===== src/rtl/clock_unit.sv =====
// clock_unit: 24-hour BCD time-of-day counter with prescaler and validated preset
module clock_unit #(
    parameter int TICKS_PER_SEC = 1
) (
    input  logic       clk,
    input  logic       rst,
    input  logic       time_ow,
    input  logic [3:0] sec_i_o,
    input  logic [3:0] sec_i_t,
    input  logic [3:0] min_i_o,
    input  logic [3:0] min_i_t,
    input  logic [3:0] hr_i_o,
    input  logic [3:0] hr_i_t,
    output logic [3:0] sec_o,
    output logic [3:0] sec_t,
    output logic [3:0] min_o,
    output logic [3:0] min_t,
    output logic [3:0] hr_o,
    output logic [3:0] hr_t
);
    localparam int PW = TICKS_PER_SEC > 1 ? $clog2(TICKS_PER_SEC) : 1;
    logic [PW-1:0] pre;
    logic tick, c1, c2, c3, c4, day_end, sec_ok, min_ok, hr_ok;
    // Carry chain of the BCD ripple and validity of each preset field
    always_comb begin
        tick    = pre == PW'(TICKS_PER_SEC - 1);
        c1      = tick && sec_o == 4'd9;
        c2      = c1 && sec_t == 4'd5;
        c3      = c2 && min_o == 4'd9;
        c4      = c3 && min_t == 4'd5;
        day_end = c4 && hr_t == 4'd2 && hr_o == 4'd3;
        sec_ok  = sec_i_t <= 4'd5 && sec_i_o <= 4'd9;
        min_ok  = min_i_t <= 4'd5 && min_i_o <= 4'd9;
        hr_ok   = hr_i_o <= 4'd9 && (hr_i_t < 4'd2 || (hr_i_t == 4'd2 && hr_i_o <= 4'd3));
    end
    // Digit and prescaler registers: reset, then preset, then counting
    always_ff @(posedge clk) begin
        if (rst) begin
            pre <= '0;
            {hr_t, hr_o, min_t, min_o, sec_t, sec_o} <= '0;
        end else if (time_ow) begin
            pre <= '0;
            {sec_t, sec_o} <= sec_ok ? {sec_i_t, sec_i_o} : 8'h00;
            {min_t, min_o} <= min_ok ? {min_i_t, min_i_o} : 8'h00;
            {hr_t, hr_o}   <= hr_ok ? {hr_i_t, hr_i_o} : 8'h00;
        end else begin
            pre <= tick ? '0 : pre + 1'b1;
            if (tick) sec_o <= sec_o == 4'd9 ? 4'd0 : sec_o + 4'd1;
            if (c1) sec_t <= sec_t == 4'd5 ? 4'd0 : sec_t + 4'd1;
            if (c2) min_o <= min_o == 4'd9 ? 4'd0 : min_o + 4'd1;
            if (c3) min_t <= min_t == 4'd5 ? 4'd0 : min_t + 4'd1;
            if (day_end) begin
                hr_t <= 4'd0;
                hr_o <= 4'd0;
            end else if (c4) begin
                hr_o <= hr_o == 4'd9 ? 4'd0 : hr_o + 4'd1;
                if (hr_o == 4'd9) hr_t <= hr_t + 4'd1;
            end
        end
    end
endmodule


===== config.mk =====
export PLATFORM = sky130hd
export DESIGN_NAME = clock_unit
export DESIGN_NICKNAME = d
export VERILOG_FILES = /design/src/rtl/clock_unit.sv
export SDC_FILE = /design/constraint.sdc
export NUM_CORES = 1
export LEC_CHECK = 0
export CORE_ASPECT_RATIO = 1.5
export CORE_MARGIN = 1.5
export CORE_UTILIZATION = 45
export CTS_CLUSTER_DIAMETER = 200
export DETAILED_ROUTE_END_ITERATION = 10
export GPL_TIMING_DRIVEN = 1
export PLACE_DENSITY_LB_ADDON = 0.05
export SETUP_SLACK_MARGIN = 0.4
export SYNTH_ARGS = -nofsm -noshare
export SYNTH_HDL_FRONTEND = slang
export SYNTH_SLANG_ARGS = --single-unit

===== constraint.sdc =====
create_clock -name clk -period 2.7 [get_ports clk]
set_clock_uncertainty 0.1 [all_clocks]
set_input_delay 0.54 -clock clk [delete_from_list [all_inputs] [get_ports clk]]
set_output_delay 0.54 -clock clk [all_outputs]
set_load 0.005 [all_outputs]

==> results.toml, run 1 <==
[worst_setup_path]
max_stage_delay_ns = 0.62
cp_num_buf_inv = 1
worst-r2r-cell-count = 7
crit_fanout = 10
regToRegStartpoint = "hr_t[0]"
cp.arrival_ns = 1.48
path_depth = 1
rr_endpoint = "hr_t[1]"
setup.worst_path.start = "sec_o[1]"
worstSetupPathType = "reg -> out"
path_cells = "clkdlybuf4s50_1"
slowest_stage = "dfxtp_1"
end_kind = "primary output"
crit_required_ns = 2.06
crit_path_end = "sec_o[1]"
crit_path_start_kind = "register"
r2r_slack_ns = 0.80
crit_family = "flip-flops"

[final_layout]
syn2layout_area_growth_pct = 32.7
utilization_pct = 63.0
drive_gt1_share_pct = 7.60
fillers = 351
final_nets = 295
final_area_um2 = 2320
antenna-diode-count = 0

[die]
die_area_um2 = 4270
dieHeight_um = 79.3
rows = 27
initial_core_util_pct = 47.4
ios = 51
core-area_um2 = 3680
fp.dieW_um = 53.9

[logic_synthesis]
syn_area_per_cell_um2 = 8.09
synth_edf_count = 0
synthTopCellsByArea = "dfxtp_1 (29%), a21oi_1 (6.6%), nor2_1 (3.9%)"
netlist_instances = 216
ys_seq_area_share_pct = 28.7
yosys.area.top_type = "dfxtp_1"
ys_ff_latch = 25
syn_area_um2 = 1750
synth_warnings = 0
synth_top_area_share_pct = 28.7
syn_nets = 247
ys_types = 60
async_flop_share_pct = 0
synthFlopType = "dfxtp_1"

[cts]
clock_latency_ns = 0.27
htreeDepth = 1
root_buffer = "clkbuf_8"
cts_hold_buf = 0
cts.path.max_buffers = 2
numCtsBuffers = 3
cts.sinks = 25
cts_tree = "done"
cts_resized = 0
clk_pin_slew_worst_paths_ns = 0.09
postCtsSetupRepairBufs = 0

[placed_design]
dpl.hpwl_mm = 3.27
placed_cell_area_um2 = 2270
numPortBuffers = 50
gp_congestion = 0.752

[sta]
final_max_slew_viol_count = 0
setup_viol = 0
fin_tns_setup_ns = 0
finalHoldViolations = 0
worst_slew_pin_slew_ns = 0.571
relSlewSlack_pct = 61.9
min_period_ns = 2.12
fin_crit_sh_pct = 78.5
rsz0062_at_grt = "false"
fmax_mhz = 472

[pwr]
p_leak_nw = 0.807
powerDensity_nw_per_um2 = 336
peakVddDrop_uv = 293

[grt]
grt_use_total_pct = 21.1
grt_overflow = 0
grt_pass1_vias = 1575
grt_start_max_net_pins = 25
antenna_found_initial = 0
grt_pass1_wl_mm = 6.91

[flow_run]
cap_violations = 0

[outcome]
status = "complete, no violations"

[routing]
vias = 1738
finalWirelength_mm = 4.34
drc = 0
via_per_inst = 5.68
drtPass1Iterations = 4
drtAntennaViolNets = 0
drt-initial-drc-count = 36
wire_per_inst_um = 14.2

[min_path]
holdCritStartpoint = "min_t[3]"
min_path_type = "reg -> reg"
==> cell usage in the layout (no fill, tap or decap), types with 3 or more instances in the layout <==
| cell type | count |
|---|---|
| mux2i_1 | 4 |
| ha_1 | 4 |
| nand3_1 | 3 |
| nand2b_1 | 10 |
| o21ai_1 | 4 |
| buf_4 | 4 |
| nor3_1 | 9 |
| nand3b_1 | 6 |
| and4b_1 | 3 |
| dfxtp_1 | 25 |
| inv_1 | 11 |
| clkbuf_8 | 3 |
| nand2_1 | 15 |
| clkdlybuf4s50_1 | 50 |
| o21a_1 | 3 |
| nor2b_1 | 3 |
| a21oi_1 | 23 |
| nor3b_1 | 3 |
| a21o_1 | 3 |
| nor2_1 | 18 |
| o21ai_0 | 8 |
==> cells in the mapped netlist (all sizes together) (3+ instances only) <==
cell	n
a211oi	3
a21o	3
a21oi	24
and4b	3
buf	4
clkbuf	7
dfxtp	25
ha	4
inv	11
mux2i	4
nand2	15
nand2b	10
nand3	3
nand3b	6
nor2	18
nor2b	3
nor3	11
nor3b	4
nor4b	5
o21a	3
o21ai	12
==> cell families after synthesis <==
kind of cell | Yosys count | synth area share [%]
buf+inv | 22 | 5.66
fa+ha+maj | 4 | 2.87
other cells | 1 | 0.215
compound gates | 62 | 23.2
xor+xnor | 3 | 1.50
flops | 25 | 28.7
simple gates | 95 | 35.6
mux | 4 | 2.29
==> worst min path at each step <==
stage	endpoint	cells past startpoint
global route	min_t[3]	2
finish	min_t[3]	2
detailed placement	min_o[3]	2
CTS	min_o[3]	2
floorplan	min_t[3]	2
global placement	min_t[3]	2
==> cell type report <==
type,instances,area [um2],area share (%)
Timing Repair Buffer,54,531,22.9
Sequential cell,25,500,21.6
Multi-Input combinational cell,169,1150,49.5
Clock buffer,4,45.0,1.94
Inverter,11,41.3,1.78
Tap cell,43,53.8,2.32
==> report_power, final <==
part	leakage, nW	internal, mW	switching, mW	total, mW
combinational	0.581	0.0881	0.0628	0.151
sequential	0.204	0.380	0.0209	0.401
clock	0.0228	0.106	0.122	0.227
total	0.807	0.574	0.205	0.779
==> per-layer routing <==
metal  up-vias  share of wire [%]  track usage [%]  routed length, um
met5         -                  0                0                  0
met4         0               0.58             6.15                 25
met3         2                3.4             1.69                149
met2        38                 54             39.4               2340
met1       813                 42             24.2               1830
li1        885                  -                -                  -
==> registers in the layout (all words and copies together) (netlist names) <==
register,count
hr_o,4
hr_t,4
min_o,4
min_t,4
sec_o,4
sec_t,4
pre,1
==> stage by stage <==
stage / cells / power [mW] / hold WS (ns) / worst slack, ns
3_3_place_gp: 302 / 0.560 / 0.414 / 0.473
5_1_grt: 306 / 0.822 / 0.460 / 0.508
6_report: 306 / 0.779 / 0.438 / 0.581
2_1_floorplan: 216 / 0.478 / 0.394 / 1.00
4_1_cts: 306 / 0.786 / 0.445 / 0.576
3_5_place_dp: 302 / 0.560 / 0.428 / 0.421
==> worst reg2reg max path, delay by kind of cell (launching register included) <==
kind / cells / cell delay (ns)
and+or+nand+nor: 1 / 0.41
AOI/OAI and AO/OA: 4 / 0.68
buffers and inverters: 1 / 0.09
adders and majority gates: 1 / 0.13
DFF: 1 / 0.36
No activity file was read; power rests on OpenSTA's default activity.
==> inputs of run 2 (changes only) <==
==> constraint.sdc (replaced) <==
create_clock -name clk -period 2.2 [get_ports clk]
set_clock_uncertainty 0.1 [all_clocks]
set_input_delay 0.44 -clock clk [delete_from_list [all_inputs] [get_ports clk]]
set_output_delay 0.44 -clock clk [all_outputs]
set_load 0.005 [all_outputs]
==> results.toml, run 2 (synthesis gave the netlist of run 1 again) <==
[outcome]
status = "complete, no violations"

[routing]
via_per_inst = 5.70
drtAntennaViolNets = 0
finalWirelength_mm = 4.45
drt-initial-drc-count = 40
drc = 0
vias = 1778
drtPass1Iterations = 4
wire_per_inst_um = 14.3

[grt]
grt_pass1_wl_mm = 7.08
grt_start_max_net_pins = 22
grt_pass1_vias = 1655
grt_use_total_pct = 21.3
antenna_found_initial = 0
grt_overflow = 0

[final_layout]
layout_common_cells = "clkdlybuf4s50_1 (49), a21oi_1 (22), nor2_1 (18)"
final_cells = 312
drive_gt1_share_pct = 18.6
fillers = 333
layout_commonest_cell = "clkdlybuf4s50_1"
antenna-diode-count = 0
syn2layout_area_growth_pct = 41.9
final_nets = 301

[min_path]
hold_depth = 2
min_path_type = "reg -> reg"

[die]
rows = 27
ios = 51
initial_core_util_pct = 47.4
die_area_um2 = 4270
core-area_um2 = 3680
dieHeight_um = 79.3
fp.dieW_um = 53.9

[pwr]
pwr-share-clk_pct = 28.0
power_switching_uw = 252
p_int_uw = 716
powerDensity_nw_per_um2 = 391
power_frac_seq_pct = 50.8
p_leak_nw = 0.889
p_sw_share_pct = 26.1
combPwrFrac_pct = 21.2
peakVddDrop_uv = 329

[worst_setup_path]
max_stage_delay_ns = 0.53
crit_fanout = 8
end_kind = "primary output"
cp_num_buf_inv = 1
path_depth = 1
worst-r2r-cell-count = 6
crit_family = "buffers and inverters"
cp.arrival_ns = 1.22
worstSetupPathType = "reg -> out"
slowest_stage = "clkdlybuf4s50_1"
crit_required_ns = 1.66
crit_path_start_kind = "register"
path_cells = "clkdlybuf4s50_1"

[sta]
final_max_slew_viol_count = 0
rsz0062_at_grt = "true"
fmax_mhz = 568
min_period_ns = 1.76
worst_slack_ns = 0.439
fin_crit_sh_pct = 80.1
fin_tns_setup_ns = 0
setup_viol = 0
finalHoldViolations = 0

[placed_design]
gp_congestion = 0.820
dpl.hpwl_mm = 3.31
dp_slack_ns = 0.0903
place_inst = 305
numPortBuffers = 50

[cts]
cts_tree = "done"
htreeDepth = 1
cts_hold_buf = 0
numCtsBuffers = 3
clk_pin_slew_worst_paths_ns = 0.09
clock_latency_ns = 0.26
cts.path.max_buffers = 2
root_buffer = "clkbuf_8"
cts.sinks = 25

[flow_run]
cap_violations = 0
## run 2: changes by cell type in the layout (fill, tap and decap cells not counted), sizes merged
cell	change
buf	+6
clkdlybuf4s50	-1
dlymetal6s2s	+1
## run 2: per-stage QoR
stage	instance area [um2]	total power, mW	hold WS (ns)	util (%)
after floorplan	1750	0.587	0.394	-
after global placement	2310	0.693	0.415	62.7
after detailed placement	2310	0.693	0.423	62.7
after CTS	2380	0.975	0.435	64.7
after global routing	2480	1.02	0.456	67.3
final	2480	0.969	0.424	67.3
## run 2: power groups by stage
stage,combinational [mW],clock [mW],sequential (mW)
final,0.205,0.271,0.492
after CTS,0.194,0.287,0.494
after global placement,0.191,0,0.503
after global routing,0.224,0.306,0.495
after floorplan,0.0911,0,0.496
after detailed placement,0.191,0,0.502
## run 2: worst paths after layout
path	end	start	slack (ns)
max	sec_o[2]	sec_o[2]	0.44
min	hr_t[0]	hr_t[0]	0.42
max reg2reg	hr_o[1]	sec_t[3]	0.50
min reg2reg	hr_t[0]	hr_t[0]	0.42
## run 2: metal layers
layer  GRT usage (%)  up-vias  part of all wire, %
met5               0        -                    0
met1            24.3      843                   41
met4            5.64        0                 0.47
met3            1.88        2                  3.4
li1                -      895                    -
met2            40.0       38                   55
## run 2: what timing repair did
item	4_1_cts	5_1_grt
setup buffers	0	3
resized for setup	13	21
setup endpoints to repair	16	27
pin swaps	0	2
## run 2: layout make-up
cell class / count / area, um2 / area share, %
Multi-Input combinational cell: 169 / 1210 / 48.9
Timing Repair Buffer: 60 / 594 / 24.0
Sequential cell: 25 / 532 / 21.5
Tap cell: 43 / 53.8 / 2.17
Clock buffer: 4 / 45.0 / 1.82
Inverter: 11 / 41.3 / 1.67
